### src/rtl/mem_access_pkg.sv
// mem_access_pkg: shared aluop codes, FSM encodings, exception codes and bus widths.
package mem_access_pkg;
    localparam int AW  = 32;
    localparam int DW  = 32;
    localparam int RW  = 5;
    localparam int OPW = 8;

    localparam logic [OPW-1:0] OP_LB  = 8'hE0;
    localparam logic [OPW-1:0] OP_LH  = 8'hE1;
    localparam logic [OPW-1:0] OP_LW  = 8'hE3;
    localparam logic [OPW-1:0] OP_LBU = 8'hE4;
    localparam logic [OPW-1:0] OP_LHU = 8'hE5;
    localparam logic [OPW-1:0] OP_SB  = 8'hE8;
    localparam logic [OPW-1:0] OP_SH  = 8'hE9;
    localparam logic [OPW-1:0] OP_SW  = 8'hEB;
    localparam logic [OPW-1:0] OP_LL  = 8'hF0;
    localparam logic [OPW-1:0] OP_SC  = 8'hF8;

    localparam logic [1:0] S_IDLE = 2'd0;
    localparam logic [1:0] S_BUSY = 2'd1;
    localparam logic [1:0] S_DONE = 2'd2;

    localparam logic [1:0] EXC_NONE = 2'd0;
    localparam logic [1:0] EXC_ADEL = 2'd1;
    localparam logic [1:0] EXC_ADES = 2'd2;
endpackage

### src/rtl/mem_access_align.sv
// mem_align: load/store decode, byte-lane select, store replication and load extension.
// LL/SC decode only when LLSC_EN is defined.
import mem_access_pkg::*;

module mem_align (
    input  logic [OPW-1:0] aluop,
    input  logic [1:0]     a,
    input  logic [DW-1:0]  reg2,
    input  logic [DW-1:0]  rdata,
    output logic           is_load,
    output logic           is_store,
    output logic           misaligned,
    output logic [3:0]     sel,
    output logic [DW-1:0]  wdata,
    output logic [DW-1:0]  ldata
);
    logic ll, sc, half, word, sgn;
    logic [7:0] b;
    logic [15:0] h;
`ifdef LLSC_EN
    assign ll = aluop == OP_LL;
    assign sc = aluop == OP_SC;
`else
    assign ll = 1'b0;
    assign sc = 1'b0;
`endif
    assign is_load    = (aluop inside {OP_LB, OP_LBU, OP_LH, OP_LHU, OP_LW}) || ll;
    assign is_store   = (aluop inside {OP_SB, OP_SH, OP_SW}) || sc;
    assign half       = aluop inside {OP_LH, OP_LHU, OP_SH};
    assign word       = (aluop inside {OP_LW, OP_SW}) || ll || sc;
    assign sgn        = aluop inside {OP_LB, OP_LH};
    assign misaligned = (half && a[0]) || (word && a != 2'b00);
    assign sel        = word ? 4'b1111 : half ? (a[1] ? 4'b1100 : 4'b0011) : 4'b0001 << a;
    assign wdata      = word ? reg2 : half ? {2{reg2[15:0]}} : {4{reg2[7:0]}};
    // Little-endian lanes: byte n of the word lives in bits [8n+7:8n].
    assign b          = rdata[{a, 3'b000} +: 8];
    assign h          = a[1] ? rdata[31:16] : rdata[15:0];
    assign ldata      = word ? rdata : half ? {{16{sgn & h[15]}}, h} : {{24{sgn & b[7]}}, b};
endmodule

### src/rtl/mem_access.sv
// mem_access: MEM stage with IDLE/BUSY/DONE bus FSM, stall generation and address exceptions.
// Optional LL/SC link-bit support enabled by defining LLSC_EN.
import mem_access_pkg::*;

module mem_access (
    input  logic           clk,
    input  logic           rst,
    input  logic [RW-1:0]  i_wd,
    input  logic           i_wreg,
    input  logic [DW-1:0]  i_wdata,
    input  logic [OPW-1:0] i_aluop,
    input  logic [AW-1:0]  i_addr,
    input  logic [DW-1:0]  i_reg2,
    output logic           bus_req,
    output logic           bus_we,
    output logic [3:0]     bus_sel,
    output logic [AW-1:0]  bus_addr,
    output logic [DW-1:0]  bus_wdata,
    input  logic [DW-1:0]  bus_rdata,
    input  logic           bus_ack,
    output logic [RW-1:0]  o_wd,
    output logic           o_wreg,
    output logic [DW-1:0]  o_wdata,
    output logic           stallreq,
    output logic [1:0]     exc_code
);
    logic [1:0] state;
    logic [DW-1:0] rdata_q, wdata, ldata;
    logic [3:0] sel;
    logic is_load, is_store, misaligned, idle, start, sc_op, sc_ok;

    mem_align u_align (
        .aluop(i_aluop), .a(i_addr[1:0]), .reg2(i_reg2), .rdata(rdata_q),
        .is_load(is_load), .is_store(is_store), .misaligned(misaligned),
        .sel(sel), .wdata(wdata), .ldata(ldata)
    );

`ifdef LLSC_EN
    logic llbit;
    logic [AW-3:0] lladdr;
    assign sc_op = i_aluop == OP_SC;
    assign sc_ok = llbit && lladdr == i_addr[AW-1:2];
    // Any SC seen in IDLE consumes the link, whether it succeeds or not.
    always_ff @(posedge clk) begin
        if (rst) begin
            llbit  <= 1'b0;
            lladdr <= '0;
        end else if (state == S_DONE && i_aluop == OP_LL) begin
            llbit  <= 1'b1;
            lladdr <= i_addr[AW-1:2];
        end else if (idle && sc_op) begin
            llbit  <= 1'b0;
        end
    end
`else
    assign sc_op = 1'b0;
    assign sc_ok = 1'b0;
`endif

    assign idle  = state == S_IDLE;
    assign start = idle && (is_load || is_store) && !misaligned && (!sc_op || sc_ok);

    always_comb begin
        o_wd     = i_wd;
        o_wreg   = i_wreg;
        o_wdata  = i_wdata;
        stallreq = 1'b0;
        exc_code = EXC_NONE;
        if (rst) begin
            o_wd    = '0;
            o_wreg  = 1'b0;
            o_wdata = '0;
        end else if (idle && misaligned) begin
            o_wreg   = 1'b0;
            exc_code = is_load ? EXC_ADEL : EXC_ADES;
        end else if (idle && sc_op && !sc_ok) begin
            o_wreg  = 1'b1;
            o_wdata = '0;
        end else if (start || state == S_BUSY) begin
            o_wreg   = 1'b0;
            stallreq = 1'b1;
        end else if (state == S_DONE) begin
            o_wreg  = is_load ? i_wreg : sc_op;
            o_wdata = is_load ? ldata : sc_op ? 32'd1 : i_wdata;
        end
    end

    always_ff @(posedge clk) begin
        if (rst) begin
            state     <= S_IDLE;
            bus_req   <= 1'b0;
            bus_we    <= 1'b0;
            bus_sel   <= '0;
            bus_addr  <= '0;
            bus_wdata <= '0;
            rdata_q   <= '0;
        end else if (start) begin
            state     <= S_BUSY;
            bus_req   <= 1'b1;
            bus_we    <= is_store;
            bus_sel   <= sel;
            bus_addr  <= {i_addr[AW-1:2], 2'b00};
            bus_wdata <= wdata;
        end else if (state == S_BUSY && bus_ack) begin
            state     <= S_DONE;
            bus_req   <= 1'b0;
            rdata_q   <= bus_rdata;
        end else if (state == S_DONE) begin
            state     <= S_IDLE;
        end
    end
endmodule

### config.mk
export PLATFORM = sky130hd
export DESIGN_NAME = mem_access
export DESIGN_NICKNAME = d
export VERILOG_FILES = /design/src/rtl/mem_access_pkg.sv /design/src/rtl/mem_access_align.sv /design/src/rtl/mem_access.sv
export SDC_FILE = /design/constraint.sdc
export NUM_CORES = 1
export LEC_CHECK = 0
export ABC_AREA = 1
export BUFFER_PORTS_ARGS = -buffer_cell sky130_fd_sc_hd__buf_2
export CAP_MARGIN = 10
export CORE_ASPECT_RATIO = 1.1
export CORE_UTILIZATION = 40
export CTS_CLUSTER_DIAMETER = 120
export DETAILED_ROUTE_END_ITERATION = 8
export HOLD_SLACK_MARGIN = 0.05
export PLACE_DENSITY = 0.74
export SYNTH_ARGS = -nofsm -noshare
export SYNTH_HDL_FRONTEND = slang
export SYNTH_HIERARCHICAL = 1
export SYNTH_SLANG_ARGS = --single-unit
### constraint.sdc
create_clock -name clk -period 3.9 [get_ports clk]
set_input_delay 0.585 -clock clk [delete_from_list [all_inputs] [get_ports clk]]
set_output_delay 0.585 -clock clk [all_outputs]
set_load 0.01 [all_outputs]
==> flow_metrics.env <==
export IMPL_worstMarginPinSlew_ns=0.7567
export IMPL_synth_mux_area_share_pct=0
export IMPL_mostFrequentLayoutCell="nand2_1"
export IMPL_ctsResizeCount=0
export IMPL_drv_slew=0
export IMPL_ys_async_sr_fraction_pct=0
export IMPL_hpwl_um=15360
export IMPL_power_density_nw_per_um2=273.1
export IMPL_synth_area_leader_cell="dfxtp_1"
export IMPL_netlist_area_um2=6947
export IMPL_drt_vias_per_instance=4.779
export IMPL_rrSetupSlack_ns=1.89
export IMPL_antenna_left=0
export IMPL_initial_core_util_pct=40.82
export IMPL_firstDrtPassIters=5
export IMPL_p_total_uw=2306
export IMPL_reg2reg_depth=4
export IMPL_die_h_um=140.2
export IMPL_multiInputGateArea_um2=3567
export IMPL_cp_arrival_ns=2.55
export IMPL_worst_path_max_delay_cell="a21oi_4"
export IMPL_ys_seq_area_share_pct=29.39
export IMPL_port_buffers=253
export IMPL_fp_dieW_um=127.7
export IMPL_peakVddDrop_mv=0.1900
export IMPL_clkSinkCount=102
export IMPL_synthTopCellsByArea="dfxtp_1 29%, nand2_1 23%, inv_1 12%, nand4_1 9.9%, nor2_1 7.6%"
export IMPL_power_internal_uw=1646
export IMPL_fin_cells=1661
export IMPL_cts_root_buf="clkbuf_16"
export IMPL_fin_area_um2=8442
export IMPL_path_clk_slew_ns=0.07
export IMPL_via_count=7938
export IMPL_synth_top_family_by_area="simple AND/OR/NAND/NOR gates"
export IMPL_clockBufferDepth=2
export IMPL_holdCritStartpoint="bus_req$_SDFFE_PP0P_"
export IMPL_clock_latency_ns=0.34
export IMPL_critical_path_top_delay_family="simple AND/OR/NAND/NOR gates"
export IMPL_fp_coreArea_um2=17020
export IMPL_postCtsSetupBuffers=0
export IMPL_pwr_share_comb_pct=15.5
export IMPL_whs_path_depth=2
export IMPL_crit_path_start="i_aluop[0]"
export IMPL_crit_required_ns=3.31
export IMPL_p_switching_uw=659.6
export IMPL_antenna_cells=0
export IMPL_p_sw_share_pct=28.61
export IMPL_sequentialPowerShare_pct=46.7
export IMPL_synthAdderAreaFrac_pct=0
export IMPL_synth_cell_types=27
export IMPL_r2r_end="rdata_q[31]$_SDFFE_PP0P_"
export IMPL_crit_type="primary input to primary output"
export IMPL_fin_crit_sh_pct=80.42
export IMPL_timing_rr_start="state[1]$_SDFFE_PP0P_"
export IMPL_max_stage_delay_ns=0.44
export IMPL_postRouteWirelength_um=21940
export IMPL_cts_tree="built"
export IMPL_cp_end_kind="primary output"
export IMPL_grt_pass1_wl_um=35080
export IMPL_drcViolationCount=0
export IMPL_setup_slack_ns=0.7636
export IMPL_place_inst=1646
export IMPL_overflow=0
export IMPL_pre_cts_ws_ns=0.7258
export IMPL_htreeDepth=3
export IMPL_drtIter0Drc=450
export IMPL_rows=50
export IMPL_grt_pass1_vias=7178
export IMPL_hold_violations=0
export IMPL_seq_area_um2=2042
export IMPL_postPlaceCellArea_um2=8163
export IMPL_min_to="bus_req$_SDFFE_PP0P_"
export IMPL_gp_congestion=0.8855
export IMPL_synthCells=1238
export IMPL_cp_cell_sequence="buf_2, inv_1, a21oi_4, nand3_1, nand3_1, buf_4, nand3_1, nor2_1, nor2_1, buf_2"
export IMPL_cp_num_buf_inv=4
export IMPL_grt_max_degree=68
export IMPL_leakagePower_uw=0.004871
export IMPL_critPathMaxFanout=24
export IMPL_worst_slew_margin_rel_pct=49.56
export IMPL_cts_buffers=9
export IMPL_fp_dieArea_um2=17900
export IMPL_areaGrowthSynthToFinish_pct=21.52
export IMPL_drive_above_1_share_pct=21.23
export IMPL_synth_simple_gate_area_share_pct=45.17
export IMPL_fillers=1899
export IMPL_fin_setup_tns_ns=0
export IMPL_synth_edf_count=0
export IMPL_cp_common_cell="nand3_1"
export IMPL_rsz0062_at_grt="false"
export IMPL_grt_usage_pct=24.41
export IMPL_syn_avg_cell_area_um2=5.611
export IMPL_antenna_found_initial=0
export IMPL_period_minus_slack_ns=3.136
export IMPL_ys_ff_latch=102
export IMPL_io_pins=256
export IMPL_ctsHoldBuffers=0
export IMPL_pwr_share_clk_pct=37.8
export IMPL_ys_warnings_count=6
export IMPL_min_path_type="flop to flop"
export IMPL_startpoint_type="primary input"
export IMPL_synth_compound_area_share_pct=5.998
export IMPL_mostFrequentLayoutCells="417 x nand2_1, 253 x buf_2, 223 x inv_1"
export IMPL_fmax_mhz=318.8
export IMPL_nets=1568
export IMPL_cap_violations=0
export IMPL_synthXorXnorAreaFrac_pct=0
export IMPL_setup_viol=0
export IMPL_synth_top_cell_area_share_pct=29.39
export IMPL_finalClockSkew_ns=0.006483
export IMPL_status="completed"
export IMPL_synth_ff_type="dfxtp_1"
export IMPL_routedWlPerCell_um=13.21
==> cell families (layout without fill, tap and decap cells) <==
| kind of cell | Yosys count | in the layout |
|---|---|---|
| AOI/OAI and AO/OA | 81 | 81 |
| buffers and inverters | 328 | 516 |
| and+or+nand+nor | 726 | 726 |
| DFF | 102 | 102 |
| other | 1 | 2 |
==> cell usage after synthesis (2+ instances only) <==
master	count
a21oi_1	36
buf_1	13
buf_2	35
buf_4	17
clkbuf_1	31
clkinv_1	2
dfxtp_1	102
inv_1	223
inv_2	6
nand2_1	417
nand3_1	37
nand3_2	3
nand3b_1	8
nand4_1	110
nor2_1	141
nor2_2	2
nor3_1	3
o21ai_0	32
o21ai_1	12
==> metrics by stage <==
stage / util, % / hold WS, ns
6_report: 49.61 / 0.4630
5_1_grt: 49.61 / 0.4873
4_1_cts: 49.61 / 0.4652
3_5_place_dp: 47.97 / 0.4549
3_3_place_gp: 47.97 / 0.4562
2_1_floorplan: - / 0.4480
==> per-layer routing <==
layer	GRT usage [%]	vias up	wire length (um)
met3	3.170	24	1263
met1	29.87	3504	9237
met4	7.802	0	418
met2	43.97	272	11020
li1	-	4138	-
met5	0	-	0
==> power groups by stage <==
stage	sequential (uW)	combinational [uW]	clock (uW)
after detailed placement	1100	358	0
after CTS	1080	360	899
final	1080	358	872
after global routing	1080	404	938
after global placement	1100	355	0
after floorplan	1110	203	0
==> how the worst max path moves through the flow <==
stage / slack, ns / end / depth (start not counted)
6_report: 0.76 / o_wdata[28] / 10
5_1_grt: 0.48 / o_wdata[15] / 12
4_1_cts: 0.73 / o_wdata[22] / 12
3_5_place_dp: 0.73 / o_wdata[22] / 12
3_3_place_gp: 0.78 / o_wdata[28] / 10
2_1_floorplan: 0.99 / stallreq / 12
==> worst reg2reg max path: cells and delay by family, from the launching register on <==
kind / cells / cell delay [ns]
buffers and inverters: 1 / 0.44
AND/OR/NAND/NOR: 2 / 0.96
flip-flops: 1 / 0.38
AO/OA/AOI/OAI: 1 / 0.09
==> area by class of cell <==
type,instances,share of cell area (%)
clock buffers,9,2.668
clock inverters,6,0.6373
inverters,231,10.27
multi-input cells,809,42.26
flip-flops and latches,102,24.19
well taps,234,3.468
repair buffers,270,16.51
==> state kept, by name, indices dropped and copies added (netlist names) <==
register / cells
bus_we: 1
bus_addr: 30
bus_req: 1
bus_sel: 4
rdata_q: 32
bus_wdata: 32
state: 2
Power figures use the tool's default switching activity.
